## config.mk

```make
export PLATFORM = sky130hd
export DESIGN_NAME = road_scroll_fetch
export DESIGN_NICKNAME = d
export VERILOG_FILES = /design/src/rtl/road_pkg.sv /design/src/rtl/road_scroll_fsm.sv /design/src/rtl/road_scroll_fetch.sv
export SDC_FILE = /design/constraint.sdc
export NUM_CORES = 1
export LEC_CHECK = 0
export ABC_AREA = 1
export BUFFER_PORTS_ARGS = -buffer_cell sky130_fd_sc_hd__buf_2
export CORE_ASPECT_RATIO = 1.1
export CORE_UTILIZATION = 40
export CTS_CLUSTER_SIZE = 16
export DETAILED_ROUTE_END_ITERATION = 10
export PLACE_DENSITY = 0.75
export SYNTH_ARGS = -nofsm -noshare
export SYNTH_HDL_FRONTEND = slang
export SYNTH_SLANG_ARGS = --single-unit
```

## constraint.sdc

```tcl
create_clock -name i_clk -period 1.71 [get_ports i_clk]
set_input_delay 0.2565 -clock i_clk [delete_from_list [all_inputs] [get_ports i_clk]]
set_output_delay 0.2565 -clock i_clk [all_outputs]
set_load 0.005 [all_outputs]
```

## src/rtl/road_pkg.sv

```systemverilog
// road_pkg: shared state encodings, sprite geometry and road window defaults
package road_pkg;
  typedef enum logic [1:0] {
    ST_IDLE  = 2'b00,
    ST_RUN   = 2'b01,
    ST_BRAKE = 2'b10
  } road_st_t;
  localparam int SPRITE_DIM = 32;
  localparam int SPRITE_AW = 10;
  localparam int PIX_W = 9;
  localparam int SPEED_W_DEF = 3;
  localparam logic [9:0] ROAD_X0_DEF = 10'd192;
  localparam logic [9:0] ROAD_W_DEF = 10'd256;
endpackage

```

## src/rtl/road_scroll_fsm.sv

```systemverilog
// road_scroll_fsm: IDLE/RUN/BRAKE scroll state machine owning speed and scroll_y
module road_scroll_fsm
  import road_pkg::*;
#(
  parameter int SPEED_W = SPEED_W_DEF
) (
  input  logic               i_clk,
  input  logic               i_rst_n,
  input  logic               i_frame_tick,
  input  logic               i_start,
  input  logic               i_stop,
  input  logic [SPEED_W-1:0] i_speed_in,
  output logic [4:0]         o_scroll_y,
  output logic [SPEED_W-1:0] o_speed,
  output logic [1:0]         o_state
);
  road_st_t r_state, w_state_nx;
  logic [SPEED_W-1:0] r_speed, w_speed_nx;
  logic [4:0] r_scroll, w_scroll_nx;
  logic [4:0] w_step;
  assign w_step = 5'(r_speed);
  always_comb begin
    w_state_nx = r_state;
    w_speed_nx = r_speed;
    w_scroll_nx = r_scroll;
    case (r_state)
      ST_IDLE: begin
        if (i_start) begin
          w_state_nx = ST_RUN;
          w_speed_nx = i_speed_in;
        end
      end
      ST_RUN: begin
        if (i_stop) begin
          w_state_nx = ST_BRAKE;
        end else if (i_frame_tick) begin
          w_scroll_nx = r_scroll + w_step;
          w_speed_nx = i_speed_in;
        end
      end
      ST_BRAKE: begin
        if (i_frame_tick) begin
          if (r_speed == '0) begin
            w_state_nx = ST_IDLE;
          end else begin
            w_scroll_nx = r_scroll + w_step;
            w_speed_nx = r_speed - SPEED_W'(1);
          end
        end
        if (i_start && !i_stop) begin
          w_state_nx = ST_RUN;
          w_speed_nx = i_speed_in;
        end
      end
      default: w_state_nx = ST_IDLE;
    endcase
  end
  always_ff @(posedge i_clk or negedge i_rst_n) begin
    if (!i_rst_n) begin
      r_state <= ST_IDLE;
      r_speed <= '0;
      r_scroll <= '0;
    end else begin
      r_state <= w_state_nx;
      r_speed <= w_speed_nx;
      r_scroll <= w_scroll_nx;
    end
  end
  assign o_scroll_y = r_scroll;
  assign o_speed = r_speed;
  assign o_state = r_state;
endmodule

```

## src/rtl/road_scroll_fetch.sv

```systemverilog
// road_scroll_fetch: road window texture address generator with 2-stage pixel alignment
module road_scroll_fetch
  import road_pkg::*;
#(
  parameter logic [9:0] ROAD_X0 = ROAD_X0_DEF,
  parameter logic [9:0] ROAD_W = ROAD_W_DEF,
  parameter int SPEED_W = SPEED_W_DEF
) (
  input  logic                 i_clk,
  input  logic                 i_rst_n,
  input  logic [9:0]           i_h_cnt,
  input  logic [9:0]           i_v_cnt,
  input  logic                 i_video_on,
  input  logic                 i_frame_tick,
  input  logic                 i_start,
  input  logic                 i_stop,
  input  logic [SPEED_W-1:0]   i_speed_in,
  output logic [SPRITE_AW-1:0] o_ram_addr,
  input  logic [PIX_W-1:0]     i_ram_data,
  output logic [PIX_W-1:0]     o_pix_rgb,
  output logic                 o_pix_valid,
  output logic [4:0]           o_scroll_y,
  output logic [SPEED_W-1:0]   o_speed,
  output logic [1:0]           o_state
);
  logic [4:0] w_scroll_y, w_row, w_col;
  logic w_in_win;
  logic r_win_d1, r_win_d2, r_pix_valid;
  logic [SPRITE_AW-1:0] r_ram_addr;
  logic [PIX_W-1:0] r_pix_rgb;
  road_scroll_fsm #(.SPEED_W(SPEED_W)) u_fsm (
    .i_clk       (i_clk),
    .i_rst_n     (i_rst_n),
    .i_frame_tick(i_frame_tick),
    .i_start     (i_start),
    .i_stop      (i_stop),
    .i_speed_in  (i_speed_in),
    .o_scroll_y  (w_scroll_y),
    .o_speed     (o_speed),
    .o_state     (o_state)
  );
  assign w_in_win = i_video_on && (i_h_cnt >= ROAD_X0) && (i_h_cnt < ROAD_X0 + ROAD_W);
  assign w_row = 5'(i_v_cnt - {5'd0, w_scroll_y});
  assign w_col = 5'(i_h_cnt - ROAD_X0);
  always_ff @(posedge i_clk or negedge i_rst_n) begin
    if (!i_rst_n) begin
      r_ram_addr <= '0;
      r_win_d1 <= 1'b0;
      r_win_d2 <= 1'b0;
      r_pix_valid <= 1'b0;
      r_pix_rgb <= '0;
    end else begin
      r_ram_addr <= {w_row, w_col};
      r_win_d1 <= w_in_win;
      r_win_d2 <= r_win_d1;
      r_pix_valid <= r_win_d2;
      r_pix_rgb <= r_win_d2 ? i_ram_data : '0;
    end
  end
  assign o_ram_addr = r_ram_addr;
  assign o_pix_rgb = r_pix_rgb;
  assign o_pix_valid = r_pix_valid;
  assign o_scroll_y = w_scroll_y;
endmodule

```

==> results of run 1 <==
[synthesized netlist by cell type (3+ instances only)]
cell / count / area, um^2
nand2_1: 52 / 195
dfrtp_1: 32 / 801
a21oi_1: 4 / 20.0
nor2_1: 5 / 18.8
nand2_2: 6 / 37.5
xor2_1: 6 / 52.6
inv_1: 21 / 78.8
nand3_1: 11 / 55.1
o21ai_0: 3 / 15.0
ha_1: 9 / 113
o21ai_1: 3 / 15.0
inv_2: 6 / 22.5
[area by class of cell]
| type | instances | area, um^2 | share of cell area [%] |
|---|---|---|---|
| inverters | 28 | 119 | 5.83 |
| well taps | 50 | 62.6 | 3.07 |
| clock buffers | 6 | 72.6 | 3.56 |
| repair buffers | 61 | 305 | 15.0 |
| multi-input cells | 110 | 643 | 31.6 |
| flip-flops and latches | 32 | 801 | 39.3 |
| clock inverters | 2 | 35.0 | 1.72 |
[state kept, by name, indices dropped and copies added, names as in the netlist]
register	count
u_fsm.o_speed	3
o_pix_rgb	9
r_win_d2	1
u_fsm.o_state	2
r_win_d1	1
o_ram_addr	10
u_fsm.o_scroll_y	5
o_pix_valid	1
[logic make-up (layout without fill, tap and decap cells)]
kind of cell	Yosys count	count (layout)	synth area share [%]
buf+inv	29	97	7.83
compound gates	12	12	4.31
flops	32	32	51.1
simple gates	79	79	22.5
fa+ha+maj	11	11	9.74
xor+xnor	8	8	4.47
[power groups by stage]
stage          combinational (mW)  clock [mW]  sequential, mW
2_1_floorplan               0.899           0            1.14
3_5_place_dp                 1.31           0            1.15
6_report                     1.29       0.702            1.14
5_1_grt                      1.52       0.762            1.17
4_1_cts                      1.31       0.725            1.14
3_3_place_gp                 1.25           0            1.14
[worst min-delay path by stage]
stage                             from                               to
floorplan                      i_rst_n           o_pix_rgb[0]$_DFF_PN0_
global placement    r_win_d1$_DFF_PN0_               r_win_d2$_DFF_PN0_
detailed placement             i_rst_n          o_ram_addr[9]$_DFF_PN0_
CTS                            i_rst_n     u_fsm.o_state[0]$_DFFE_PN0P_
global route                   i_rst_n          o_ram_addr[9]$_DFF_PN0_
finish                         i_rst_n  u_fsm.o_scroll_y[2]$_DFFE_PN0P_
[critical path, delay by kind of cell, from the launching register on]
kind	cells	cell delay, ps
AND/OR/NAND/NOR	4	260
XOR/XNOR	1	130
adder cells (fa/ha/maj)	2	640
flip-flops	1	410
[cell usage in the layout, fill, tap and decap left out]
| cell | instances |
|---|---|
| nand2_1 | 52 |
| o21ai_2 | 2 |
| dfrtp_1 | 32 |
| nor2_1 | 5 |
| xnor2_1 | 2 |
| bufinv_16 | 1 |
| ha_1 | 9 |
| bufinv_8 | 1 |
| fa_1 | 2 |
| clkbuf_8 | 5 |
| inv_2 | 6 |
| o21ai_0 | 3 |
| buf_2 | 61 |
| xor2_1 | 6 |
| nand3_2 | 1 |
| nor3b_1 | 1 |
| clkinv_2 | 1 |
| o21ai_1 | 3 |
| nand3_1 | 11 |
| clkbuf_1 | 1 |
| a21oi_1 | 4 |
| inv_1 | 21 |
| nor2_4 | 2 |
| nand2_2 | 6 |
| nor2_2 | 1 |
[per-layer routing]
metal / up-vias / global-route usage, % / wire length, um
met5: - / 0 / 0
met3: 6 / 6.13 / 195
met4: 0 / 6.11 / 53
met1: 540 / 19.2 / 1240
li1: 653 / - / -
met2: 42 / 23.5 / 1400
==> flow_summary.json, run 1 <==
{
  "outcome": "finished, final reports clean",
  "rr_endpoint": "u_fsm.o_scroll_y[4]$_DFFE_PN0P_",
  "cpMostUsedCell": "nand2_1",
  "cp-start-kind": "flip-flop",
  "max_freq_mhz": 643,
  "seqPwrFrac_pct": 36.3,
  "core-area_mm2": 0.00368,
  "timing.final.ws_setup_ps": 156,
  "swShare_pct": 37.7,
  "syn_area_per_cell_um2": 9.16,
  "seq_area_frac_synth_pct": 51.1,
  "cp_slowest_cell": "dfrtp_1",
  "crit_required_ps": 1880,
  "vias": 1241,
  "hold_viol_final": 0,
  "synth-seq-cells": 32,
  "clk_latency_ps": 280,
  "nNetsFinal": 287,
  "dpl_cell_area_mm2": 0.00193,
  "antenna_cells": 0,
  "cp_data_arrival_time_ps": 1730,
  "utilization_pct": 55.3,
  "synth_nets": 220,
  "pin_count": 68,
  "cp-end-kind": "flip-flop",
  "overflow": 0,
  "ys_warn_count": 0,
  "wl_per_cell_um": 9.99,
  "grt_setup_unrepaired": "no",
  "total_power_mw": 3.13,
  "finalSetupTns_ps": 0,
  "placed_cells": 281,
  "cts_buffers": 5,
  "cts_num_sinks": 32,
  "path_cells": "ha_1, fa_1, nand3_1, nand2_1, xor2_1, nand2_1, nand2_1",
  "r2r-start": "u_fsm.o_scroll_y[0]$_DFFE_PN0P_",
  "slew_viol_final": 0,
  "cap_violations": 0,
  "power_density_mw_per_mm2": 1530,
  "rows": 23,
  "track_usage_pct": 15.4,
  "ys_types": 21,
  "syn_area_mm2": 0.00157,
  "netlist_instances": 171,
  "synthFlopType": "dfrtp_1",
  "cts_hold_buffers": 0,
  "die_area_mm2": 0.00417,
  "critPathCapture": "u_fsm.o_scroll_y[4]$_DFFE_PN0P_",
  "r2r_slack_ps": 160,
  "grt_pass1_wl_um": 4610,
  "ant_nets": 0,
  "post_cts_resized": 0,
  "fill_cells": 358,
  "synth_edf_count": 0,
  "drc_errors": 0,
  "place_congestion": 0.829,
  "dr.pass1.iters": 3,
  "cts_tree": "yes",
  "fp.dieH_um": 67.6,
  "worst_pin_slew_ps": 694,
  "clockPowerShare_pct": 22.4,
  "grt_pass1_vias": 1065,
  "p_leak_nw": 1.23,
  "io_buffers": 61,
  "wl_um": 2890,
  "area_delta_synth_final_pct": 30.1,
  "final-setup-viol-count": 0,
  "slowest_delay_ps": 410,
  "reg2regPathDepth": 7,
  "skew_ps": 5.29,
  "post_cts_buffers": 0,
  "hold_class": "input pin to async pin",
  "max-vdd-ir-drop_mv": 0.819,
  "cts.clk_slew.worst_paths_ps": 70,
  "cts_root_buf": "clkbuf_8",
  "async_reset_ff_share_pct": 100,
  "comb_power_share_pct": 41.3,
  "stdcell_area_mm2": 0.00204,
  "slew_headroom_pct": 53.7,
  "grt_max_degree": 33,
  "drive_gt1_share_pct": 36.4,
  "period_share_pct": 90.9,
  "dp_hpwl_um": 2200,
  "die_width_um": 61.7,
  "crit_fanout": 4,
  "finalNonFillerCells": 289,
  "drt_iter0_drc": 26,
  "cts_max_level": 2,
  "antenna_found_initial": 0,
  "holdWs_ps": 17.2,
  "intPower_mw": 1.95,
  "critPathLaunch": "u_fsm.o_scroll_y[0]$_DFFE_PN0P_",
  "dp_worst_setup_slack_ps": 164,
  "path_class": "flip-flop to flip-flop",
  "period_needed_ps": 1550,
  "cts_buffer_depth": 2,
  "via_per_inst": 4.29,
  "switching_power_mw": 1.18,
  "initial_core_util_pct": 42.5
}
Power figures use the tool's default switching activity.
==> inputs of run 2 (changes only) <==
SLEW_MARGIN = 5   (was unset)
TNS_END_PERCENT = 100   (was unset)
clock period = 1.9 ns   (was 1.71 ns; I/O delays follow)
==> flow_summary.json, run 2 (synthesis results as in run 1) <==
{
  "antenna_found_initial": 0,
  "cp-end-kind": "flip-flop",
  "via_per_inst": 4.35,
  "finalNonFillerCells": 289,
  "post_cts_resized": 0,
  "path_class": "flip-flop to flip-flop",
  "cts.clk_slew.worst_paths_ps": 70,
  "drive_gt1_share_pct": 36.4,
  "cap_violations": 0,
  "utilization_pct": 55.3,
  "power_density_mw_per_mm2": 1380,
  "period_needed_ps": 1560,
  "cts_tree": "yes",
  "worst_pin_slew_ps": 692,
  "post_cts_buffers": 0,
  "clk_latency_ps": 280,
  "wl_um": 2880,
  "cp_slowest_cell": "dfrtp_1",
  "fp.dieH_um": 67.6,
  "antenna_cells": 0,
  "finalSetupTns_ps": 0,
  "final_common_cell": "buf_2",
  "hold_viol_final": 0,
  "dp_hpwl_um": 2220,
  "ant_nets": 0,
  "period_share_pct": 82.0,
  "crit_fanout": 4,
  "multi_input_area_um2": 643,
  "outcome": "finished, final reports clean",
  "holdWs_ps": 45.3,
  "area_delta_synth_final_pct": 30.1,
  "largest_register_ffs": 10,
  "rows": 23,
  "die_area_mm2": 0.00417,
  "grt_pass1_wl_um": 4560,
  "regArea_um2": 801,
  "cp-start-kind": "flip-flop",
  "p_leak_nw": 1.23,
  "cts_hold_buffers": 0,
  "initial_core_util_pct": 42.5,
  "track_usage_pct": 15.4,
  "grt_max_degree": 33,
  "overflow": 0,
  "fill_cells": 367,
  "crit_required_ps": 2080,
  "vias": 1256,
  "cts_max_level": 2,
  "skew_ps": 5.27,
  "grt_setup_unrepaired": "no",
  "path_cells": "ha_1, fa_1, nand3_1, nand2_1, xor2_1, nand2_1, nand2_1",
  "drc_errors": 0,
  "place_congestion": 0.804,
  "cpMostUsedCell": "nand2_1",
  "max_freq_mhz": 642,
  "die_width_um": 61.7,
  "cp_data_arrival_time_ps": 1730,
  "slew_viol_final": 0,
  "cts_buffers": 5,
  "layout_common_cells": "buf_2 (61), nand2_1 (52), dfrtp_1 (32)",
  "slew_headroom_pct": 53.8,
  "hold_class": "input pin to async pin",
  "cts_num_sinks": 32,
  "slowest_delay_ps": 420,
  "grt_pass1_vias": 1067,
  "dr.pass1.iters": 4,
  "cts_buffer_depth": 2,
  "cts_root_buf": "clkbuf_8",
  "pin_count": 68,
  "drt_iter0_drc": 46,
  "placed_cells": 281,
  "final-setup-viol-count": 0,
  "wl_per_cell_um": 9.96,
  "max-vdd-ir-drop_mv": 0.752,
  "io_buffers": 61,
  "nNetsFinal": 287,
  "core-area_mm2": 0.00368
}
## run 2: cell counts in the layout (fill, tap and decap cells not counted)
No cell type changed its count.
## run 2: critical path, delay by kind of cell, from the launching register on
family / cells / cell delay [ps]
xor gates and xnor gates: 1 / 140
adders and majority gates: 2 / 640
DFF: 1 / 420
and+or+nand+nor: 4 / 260
## run 2: path summary, 6_finish.rpt
path,slack (ps),from,depth (start not counted),to
worst max-delay path,340,u_fsm.o_scroll_y[0]$_DFFE_PN0P_,7,u_fsm.o_scroll_y[4]$_DFFE_PN0P_
worst min-delay path,50,i_rst_n,1,o_ram_addr[8]$_DFF_PN0_
worst max register to register,340,u_fsm.o_scroll_y[0]$_DFFE_PN0P_,7,u_fsm.o_scroll_y[4]$_DFFE_PN0P_
worst min register to register,350,r_win_d1$_DFF_PN0_,0,r_win_d2$_DFF_PN0_
max in group asynchronous,1410,i_rst_n,1,o_pix_rgb[8]$_DFF_PN0_
min in group i_clk,110,i_h_cnt[4],1,o_ram_addr[4]$_DFF_PN0_
## run 2: area by class of cell
type                            count  share of cell area, %
Clock buffer                        6                   3.56
Clock inverter                      2                   1.72
Inverter                           28                   5.83
Multi-Input combinational cell    110                   31.6
Sequential cell                    32                   39.3
Tap cell                           50                   3.07
Timing Repair Buffer               61                   15.0
## run 2: per-layer routing
layer  global-route usage (%)  routed length, um
met5                        0                  0
met4                     9.17                 30
met3                     4.98                177
met2                     23.9               1400
met1                     18.4               1270
## run 2: power breakdown
part	switching [mW]	internal [mW]	total [mW]	leakage, nW
logic	0.648	0.512	1.16	0.773
clock network	0.247	0.389	0.635	0.0552
registers	0.167	0.854	1.02	0.406
total	1.06	1.76	2.82	1.23
## run 2: stage by stage
stage          total power [mW]  cell area, um^2  worst slack (ps)
2_1_floorplan              1.84             1570               406
3_3_place_gp               2.16             1930               361
3_5_place_dp               2.21             1930               343
4_1_cts                    2.86             2040               329
5_1_grt                    3.12             2040               228
6_report                   2.82             2040               343
